<file path="src/rtl/axi_rd_rsp_pkg.sv">
// Shared AXI read-responder encodings: response codes, burst types, beat size,
// FSM states and the per-beat response decode.
package axi_rd_rsp_pkg;

  localparam logic [1:0] RESP_OKAY   = 2'b00;
  localparam logic [1:0] RESP_SLVERR = 2'b10;
  localparam logic [1:0] RESP_DECERR = 2'b11;

  localparam logic [1:0] BURST_FIXED = 2'b00;
  localparam logic [1:0] BURST_INCR  = 2'b01;
  localparam logic [1:0] BURST_WRAP  = 2'b10;

  localparam logic [2:0] SIZE_4B = 3'b010;

  typedef enum logic {
    ST_IDLE  = 1'b0,
    ST_BURST = 1'b1
  } rd_state_e;

  // Burst-level errors (bad size/type) outrank the per-beat window decode.
  function automatic logic [1:0] beat_resp(input logic [31:0] addr,
                                           input logic        burst_err,
                                           input logic [31:0] base,
                                           input logic [31:0] size);
    if (burst_err)
      return RESP_SLVERR;
    else if ((addr >= base) && ((addr - base) < size))
      return RESP_OKAY;
    else
      return RESP_DECERR;
  endfunction

endpackage

</file>
<file path="src/rtl/axi_mm2s_rd_responder_if.sv">
// AXI4 read address/data channel bundle used between a read master and the responder.
interface axi_mm2s_rd_responder_if;

  logic [31:0] ARADDR;
  logic [7:0]  ARLEN;
  logic [2:0]  ARSIZE;
  logic [1:0]  ARBURST;
  logic        ARVALID;
  logic        ARREADY;
  logic [31:0] RDATA;
  logic [1:0]  RRESP;
  logic        RLAST;
  logic        RVALID;
  logic        RREADY;

  modport master (
    output ARADDR, ARLEN, ARSIZE, ARBURST, ARVALID, RREADY,
    input  ARREADY, RDATA, RRESP, RLAST, RVALID
  );

  modport slave (
    input  ARADDR, ARLEN, ARSIZE, ARBURST, ARVALID, RREADY,
    output ARREADY, RDATA, RRESP, RLAST, RVALID
  );

endinterface

</file>
<file path="src/rtl/axi_rd_beat_gen.sv">
// Per-beat address, counter, data, response and last-flag generation for one read burst.
// Outputs are registered so they hold naturally while the master stalls.
module axi_rd_beat_gen
  import axi_rd_rsp_pkg::*;
#(
  parameter logic [31:0] C_ADDR_BASE = 32'h0000_0000,
  parameter logic [31:0] C_ADDR_SIZE = 32'h0001_0000,
  parameter logic [31:0] C_DATA_SEED = 32'h5a5a_5a5a
) (
  input  logic        clk,
  input  logic        rst_n,
  input  logic        load,
  input  logic        advance,
  input  logic [31:0] ar_addr,
  input  logic [7:0]  ar_len,
  input  logic [2:0]  ar_size,
  input  logic [1:0]  ar_burst,
  output logic [31:0] rdata,
  output logic [1:0]  rresp,
  output logic        rlast
);

  logic [31:0] beat_addr_q;
  logic [7:0]  beat_cnt_q;
  logic [7:0]  len_q;
  logic        fixed_q;
  logic        burst_err_q;

  logic        load_err;
  logic [31:0] next_addr;
  logic [7:0]  next_cnt;

  always_comb begin
    load_err  = (ar_size != SIZE_4B) || ar_burst[1];
    next_addr = fixed_q ? beat_addr_q : beat_addr_q + 32'd4;
    next_cnt  = beat_cnt_q + 8'd1;
  end

  // Accepting the last beat clears the payload so idle cycles present zeros.
  always_ff @(posedge clk or negedge rst_n) begin
    if (!rst_n) begin
      beat_addr_q <= '0;
      beat_cnt_q  <= '0;
      len_q       <= '0;
      fixed_q     <= 1'b0;
      burst_err_q <= 1'b0;
      rdata       <= '0;
      rresp       <= RESP_OKAY;
      rlast       <= 1'b0;
    end else if (load) begin
      beat_addr_q <= ar_addr;
      beat_cnt_q  <= '0;
      len_q       <= ar_len;
      fixed_q     <= (ar_burst == BURST_FIXED);
      burst_err_q <= load_err;
      rdata       <= ar_addr ^ C_DATA_SEED;
      rresp       <= beat_resp(ar_addr, load_err, C_ADDR_BASE, C_ADDR_SIZE);
      rlast       <= (ar_len == 8'd0);
    end else if (advance) begin
      if (rlast) begin
        rdata <= '0;
        rresp <= RESP_OKAY;
        rlast <= 1'b0;
      end else begin
        beat_addr_q <= next_addr;
        beat_cnt_q  <= next_cnt;
        rdata       <= next_addr ^ C_DATA_SEED;
        rresp       <= beat_resp(next_addr, burst_err_q, C_ADDR_BASE, C_ADDR_SIZE);
        rlast       <= (next_cnt == len_q);
      end
    end
  end

endmodule

</file>
<file path="src/rtl/axi_mm2s_rd_responder.sv">
// AXI4 read responder that synthesises data from the beat address, one burst at a time.
// Define AXI_RD_RSP_STALL_EN to insert one idle cycle after every C_STALL_PERIOD beats.
module axi_mm2s_rd_responder
  import axi_rd_rsp_pkg::*;
#(
  parameter logic [31:0] C_ADDR_BASE    = 32'h0000_0000,
  parameter logic [31:0] C_ADDR_SIZE    = 32'h0001_0000,
  parameter logic [31:0] C_DATA_SEED    = 32'h5a5a_5a5a,
  parameter int          C_STALL_PERIOD = 4
) (
  input  logic                          S_AXI_ACLK,
  input  logic                          S_AXI_ARESETN,
  axi_mm2s_rd_responder_if.slave        s_axi,
  output logic [15:0]                   BURST_CNT,
  output logic                          ERR_STICKY
);

`ifdef AXI_RD_RSP_STALL_EN
  localparam bit STALL_EN = 1'b1;
`else
  localparam bit STALL_EN = 1'b0;
`endif

  rd_state_e   state_q;
  rd_state_e   state_d;
  logic        alive_q;
  logic        stall_q;
  logic [31:0] stall_cnt_q;
  logic        stall_due;

  logic        arready;
  logic        rvalid;
  logic        load;
  logic        advance;
  logic        done;
  logic [31:0] rdata;
  logic [1:0]  rresp;
  logic        rlast;

  assign stall_due = STALL_EN && (stall_cnt_q == 32'(C_STALL_PERIOD - 1));

  // alive_q keeps ARREADY low until the first edge after reset release.
  always_comb begin
    state_d = state_q;
    arready = 1'b0;
    rvalid  = 1'b0;
    load    = 1'b0;
    advance = 1'b0;
    done    = 1'b0;
    case (state_q)
      ST_IDLE: begin
        arready = alive_q;
        if (alive_q && s_axi.ARVALID) begin
          load    = 1'b1;
          state_d = ST_BURST;
        end
      end
      ST_BURST: begin
        rvalid = !stall_q;
        if (rvalid && s_axi.RREADY) begin
          advance = 1'b1;
          if (rlast) begin
            done    = 1'b1;
            state_d = ST_IDLE;
          end
        end
      end
      default: state_d = ST_IDLE;
    endcase
  end

  always_ff @(posedge S_AXI_ACLK or negedge S_AXI_ARESETN) begin
    if (!S_AXI_ARESETN) begin
      state_q <= ST_IDLE;
      alive_q <= 1'b0;
    end else begin
      state_q <= state_d;
      alive_q <= 1'b1;
    end
  end

  always_ff @(posedge S_AXI_ACLK or negedge S_AXI_ARESETN) begin
    if (!S_AXI_ARESETN) begin
      stall_q     <= 1'b0;
      stall_cnt_q <= '0;
    end else begin
      stall_q <= 1'b0;
      if (load) begin
        stall_cnt_q <= '0;
      end else if (advance && !rlast) begin
        if (stall_due) begin
          stall_q     <= 1'b1;
          stall_cnt_q <= '0;
        end else begin
          stall_cnt_q <= stall_cnt_q + 32'd1;
        end
      end
    end
  end

  always_ff @(posedge S_AXI_ACLK or negedge S_AXI_ARESETN) begin
    if (!S_AXI_ARESETN) begin
      BURST_CNT  <= '0;
      ERR_STICKY <= 1'b0;
    end else begin
      if (done)
        BURST_CNT <= BURST_CNT + 16'd1;
      if (advance && (rresp != RESP_OKAY))
        ERR_STICKY <= 1'b1;
    end
  end

  axi_rd_beat_gen #(
    .C_ADDR_BASE (C_ADDR_BASE),
    .C_ADDR_SIZE (C_ADDR_SIZE),
    .C_DATA_SEED (C_DATA_SEED)
  ) u_beat_gen (
    .clk      (S_AXI_ACLK),
    .rst_n    (S_AXI_ARESETN),
    .load     (load),
    .advance  (advance),
    .ar_addr  (s_axi.ARADDR),
    .ar_len   (s_axi.ARLEN),
    .ar_size  (s_axi.ARSIZE),
    .ar_burst (s_axi.ARBURST),
    .rdata    (rdata),
    .rresp    (rresp),
    .rlast    (rlast)
  );

  assign s_axi.ARREADY = arready;
  assign s_axi.RVALID  = rvalid;
  assign s_axi.RDATA   = rdata;
  assign s_axi.RRESP   = rresp;
  assign s_axi.RLAST   = rlast;

endmodule

</file>
<file path="src/flat_wrapper.sv">
// flat-port wrapper written by rule: the top's interface ports become plain ports
module axi_mm2s_rd_responder_flat import axi_rd_rsp_pkg::*;
#(
  parameter logic [31:0] C_ADDR_BASE    = 32'h0000_0000,
  parameter logic [31:0] C_ADDR_SIZE    = 32'h0001_0000,
  parameter logic [31:0] C_DATA_SEED    = 32'h5a5a_5a5a,
  parameter int          C_STALL_PERIOD = 4
)
  (S_AXI_ACLK, S_AXI_ARESETN, BURST_CNT, ERR_STICKY, s_axi_ARADDR, s_axi_ARLEN, s_axi_ARSIZE, s_axi_ARBURST, s_axi_ARVALID, s_axi_RREADY, s_axi_ARREADY, s_axi_RDATA, s_axi_RRESP, s_axi_RLAST, s_axi_RVALID);
  axi_mm2s_rd_responder_if s_axi_i ();
  input  logic S_AXI_ACLK;
  input  logic S_AXI_ARESETN;
  output logic [15:0] BURST_CNT;
  output logic ERR_STICKY;
  input wire logic [$bits(s_axi_i.ARADDR)-1:0] s_axi_ARADDR;
  input wire logic [$bits(s_axi_i.ARLEN)-1:0] s_axi_ARLEN;
  input wire logic [$bits(s_axi_i.ARSIZE)-1:0] s_axi_ARSIZE;
  input wire logic [$bits(s_axi_i.ARBURST)-1:0] s_axi_ARBURST;
  input wire logic [$bits(s_axi_i.ARVALID)-1:0] s_axi_ARVALID;
  input wire logic [$bits(s_axi_i.RREADY)-1:0] s_axi_RREADY;
  output wire logic [$bits(s_axi_i.ARREADY)-1:0] s_axi_ARREADY;
  output wire logic [$bits(s_axi_i.RDATA)-1:0] s_axi_RDATA;
  output wire logic [$bits(s_axi_i.RRESP)-1:0] s_axi_RRESP;
  output wire logic [$bits(s_axi_i.RLAST)-1:0] s_axi_RLAST;
  output wire logic [$bits(s_axi_i.RVALID)-1:0] s_axi_RVALID;
  assign s_axi_i.ARADDR = s_axi_ARADDR;
  assign s_axi_i.ARLEN = s_axi_ARLEN;
  assign s_axi_i.ARSIZE = s_axi_ARSIZE;
  assign s_axi_i.ARBURST = s_axi_ARBURST;
  assign s_axi_i.ARVALID = s_axi_ARVALID;
  assign s_axi_i.RREADY = s_axi_RREADY;
  assign s_axi_ARREADY = s_axi_i.ARREADY;
  assign s_axi_RDATA = s_axi_i.RDATA;
  assign s_axi_RRESP = s_axi_i.RRESP;
  assign s_axi_RLAST = s_axi_i.RLAST;
  assign s_axi_RVALID = s_axi_i.RVALID;
  axi_mm2s_rd_responder #(.C_ADDR_BASE(C_ADDR_BASE), .C_ADDR_SIZE(C_ADDR_SIZE), .C_DATA_SEED(C_DATA_SEED), .C_STALL_PERIOD(C_STALL_PERIOD)) u_core (.S_AXI_ACLK(S_AXI_ACLK), .S_AXI_ARESETN(S_AXI_ARESETN), .s_axi(s_axi_i), .BURST_CNT(BURST_CNT), .ERR_STICKY(ERR_STICKY));
endmodule
</file>
<file path="config.mk">
export PLATFORM = sky130hd
export DESIGN_NAME = axi_mm2s_rd_responder_flat
export DESIGN_NICKNAME = d
export VERILOG_FILES = /design/src/rtl/axi_rd_rsp_pkg.sv /design/src/rtl/axi_mm2s_rd_responder_if.sv /design/src/rtl/axi_rd_beat_gen.sv /design/src/rtl/axi_mm2s_rd_responder.sv /design/src/flat_wrapper.sv
export SDC_FILE = /design/constraint.sdc
export NUM_CORES = 1
export LEC_CHECK = 0
export ABC_CLOCK_PERIOD_IN_PS = 2500
export CELL_PAD_IN_SITES_DETAIL_PLACEMENT = 1
export CELL_PAD_IN_SITES_GLOBAL_PLACEMENT = 1
export CORE_AREA = 10 10 137 139
export CTS_CLUSTER_DIAMETER = 120
export DETAILED_ROUTE_END_ITERATION = 8
export DIE_AREA = 0 0 147 149
export PLACE_DENSITY = 0.85
export SLEW_MARGIN = 0
export SYNTH_ARGS = -nofsm -noshare
export SYNTH_HDL_FRONTEND = slang
export SYNTH_SLANG_ARGS = --single-unit
</file>
<file path="constraint.sdc">
create_clock -name S_AXI_ACLK -period 2.5 [get_ports S_AXI_ACLK]
set_clock_uncertainty 0.1 [all_clocks]
set_input_delay 0.625 -clock S_AXI_ACLK [delete_from_list [all_inputs] [get_ports S_AXI_ACLK]]
set_output_delay 0.625 -clock S_AXI_ACLK [all_outputs]
set_load 0.005 [all_outputs]
</file>
==> qor.yml <==
setup_path:
  rr_worst_depth: 6
  cp-start-kind: "flop"
  setup.worst_path.start: "u_core.u_beat_gen.fixed_q$_DFFE_PN0P_"
  critPathKind: "reg -> reg"
  reg2reg_from: "u_core.u_beat_gen.fixed_q$_DFFE_PN0P_"
  worstPathRequired_ns: 2.69
  regToRegSetupSlack_ns: 0.05
  end_kind: "flop"
  critPathMaxFanout: 8
  arrival_ns: 2.63
cells_and_area:
  antennaDiodeCount: 0
  fin_area_mm2: 0.00776
  syn_to_final_growth_pct: 37.0
  final.fill_count: 1850
  fin_nets: 832
  layout-drive-gt1-share_pct: 14.8
  fin_cells: 1005
  post-route-util_pct: 48.0
global_route:
  grt_max_degree: 38
  grt.total_usage_pct: 17.9
  grt_overflow: 0
  grt_pass1_wl_um: 31700
  antenna_found_initial: 0
  grt_pass1_vias: 5849
job:
  cap_violations: 0
sta:
  rsz0062_at_grt: "true"
  layout_worst_path_cycle_share_pct: 97.8
  setup_viol: 0
  layout_min_cycle_time_ns: 2.45
  finalMaxSlewViolations: 0
  hold_viol: 0
  fmax_ghz: 0.409
yosys:
  yosys_warnings: 0
  yosysSeqAreaShare_pct: 46.0
  synth_edf_count: 0
  syn_area_mm2: 0.00566
  syn_area_per_cell_um2: 8.96
  synthArstFlopShare_pct: 100
  synthDistinctLibCells: 65
  yosys-top-cells-count: "nand2_1, dfrtp_1, nor2_1"
  synth_most_common_cell: "nand2_1"
  synth.area.top_cells: "dfrtp_1, nand2_1, xnor2_1, nor2_1, xor2_1"
  yosys.area.top_type: "dfrtp_1"
  yosysTopAreaCellShare_pct: 46.0
  synth_ff_type: "dfrtp_1"
  synth_fp_nets: 684
  syn_inst: 632
  synth_seq_cells: 104
clock_tree:
  cts_num_sinks: 104
  clkLatencyLatePin_ns: 0.37
  htreeDepth: 3
  cts_buffer_depth: 2
  clock-root-buffer: "clkbuf_16"
  cts_tree: "yes"
  cts.clk_slew.worst_paths_ns: 0.08
  cts-buffers-inserted: 9
power_and_ir_drop:
  p_switching_mw: 3.28
  clockPowerShare_pct: 17.5
  power.leakage_nw: 3.20
  vdd_drop_max_mv: 0.467
  seq_power_share_pct: 34.3
  p_per_area_mw_per_mm2: 1070
  comb_power_share_pct: 48.1
  p_total_mw: 8.31
  p_int_mw: 5.03
  switching_share_pct: 39.5
floorplanning:
  rows: 47
  dieArea_mm2: 0.0219
  num_io_pins: 103
  die_h_um: 149
  core-area_mm2: 0.0162
  initial_utilization_pct: 35.0
  fp.dieW_um: 147
placed_design:
  dpl.cell_count: 986
  gp_routability_congestion: 0.923
  placed_area_mm2: 0.00740
  io_buffers: 102
  hpwl_um: 14600
drt:
  drt_iter0_drc: 329
  vias_per_cell: 5.32
  dr.pass1.iters: 4
  wl_per_cell_um: 19.4
  via_count: 5348
  antenna_left: 0
  drcViolationCount: 0
  wl_um: 19500
hold_path:
  hp-class: "in -> async"
outcome:
  status: "complete, no violations"
worst paths after layout:
check / to
worst max-delay path: u_core.u_beat_gen.rresp[1]$_DFFE_PN0P_
worst min-delay path: u_core.BURST_CNT[0]$_DFFE_PN0P_
worst max register to register: u_core.u_beat_gen.rresp[1]$_DFFE_PN0P_
worst min register to register: u_core.BURST_CNT[15]$_DFFE_PN0P_
max in group asynchronous: u_core.u_beat_gen.beat_addr_q[4]$_DFFE_PN0P_
min in group S_AXI_ACLK: u_core.BURST_CNT[15]$_DFFE_PN0P_
cells by family after synthesis:
group / synth area share, %
other cells: 0.0662
mux: 0.553
xor+xnor: 9.75
fa+ha+maj: 0.663
flops: 46.0
compound gates: 15.3
buf+inv: 4.13
simple gates: 23.5
through the flow:
step	setup TNS, ns	worst slack [ns]	hold WS [ns]
finish	0	0.0542	0.108
global placement	-0.444	-0.261	0.355
detailed placement	-0.370	-0.246	0.360
CTS	0	0.0232	0.115
floorplan	0	0.144	0.229
global route	-0.101	-0.0384	0.130
final cells by class:
class                   count  area (µm²)  share of cell area (%)
flip-flops and latches    104        2600                    33.6
inverters                   9        33.8                   0.435
multi-input cells         476        2870                    37.0
clock buffers              10         239                    3.08
well taps                 220         275                    3.55
repair buffers            180        1680                    21.6
clock inverters             6        55.1                   0.710
metal layers:
metal / vias up / global-route usage [%] / wire (µm) / share of wire, %
met2: 135 / 30.6 / 9700 / 50
met5: - / 0 / 0 / 0
met4: 0 / 6.49 / 385 / 2.0
met3: 21 / 3.52 / 1020 / 5.2
li1: 2531 / - / - / -
met1: 2661 / 22.0 / 8420 / 43
power groups by stage:
stage               Sequential, mW  Clock (mW)  Combinational (mW)
global route                  2.94        1.55                4.41
finish                        2.85        1.46                4.00
detailed placement            2.85           0                3.94
global placement              2.83           0                3.81
floorplan                     2.80           0                2.03
CTS                           2.84        1.48                3.98
critical path, stage by stage (launching register included):
cell,delay [ns]
dfrtp_1,0.43
nand4b_4,0.22
or4_4,0.65
or4_1,0.57
nand4_1,0.16
nor4_4,0.07
a31oi_1,0.17
timing repair:
action / in CTS / in global routing
setup endpoints to repair: 0 / 4
hold buffers: 0 / 0
setup buffers: 0 / 3
resized for setup: 0 / 9
endpoints found under the hold margin: 0 / 0
state kept, by name, summed over array words and instances, names as in the netlist:
register	flops
u_core.u_beat_gen.rdata	32
u_core.u_beat_gen.rresp	2
u_core.u_beat_gen.burst_err_q	1
u_core.u_beat_gen.beat_cnt_q	8
u_core.u_beat_gen.len_q	8
u_core.ERR_STICKY	1
u_core.u_beat_gen.rlast	1
u_core.alive_q	1
u_core.state_q	1
u_core.u_beat_gen.fixed_q	1
u_core.BURST_CNT	16
u_core.u_beat_gen.beat_addr_q	32
layout by cell type (no fill, tap or decap), drive strengths merged, types with 7 or more instances in the layout:
| cell type | n |
|---|---|
| nand2 | 106 |
| dfrtp | 104 |
| clkdlybuf4s50 | 101 |
| buf | 79 |
| nor2 | 60 |
| xnor2 | 42 |
| a21oi | 36 |
| o21ai | 32 |
| nand3 | 27 |
| nand4 | 22 |
| xor2 | 21 |
| nor4 | 15 |
| inv | 14 |
| nor3 | 12 |
| o211ai | 10 |
| clkbuf | 10 |
| and3 | 7 |
(Power assumes the default switching activity.)
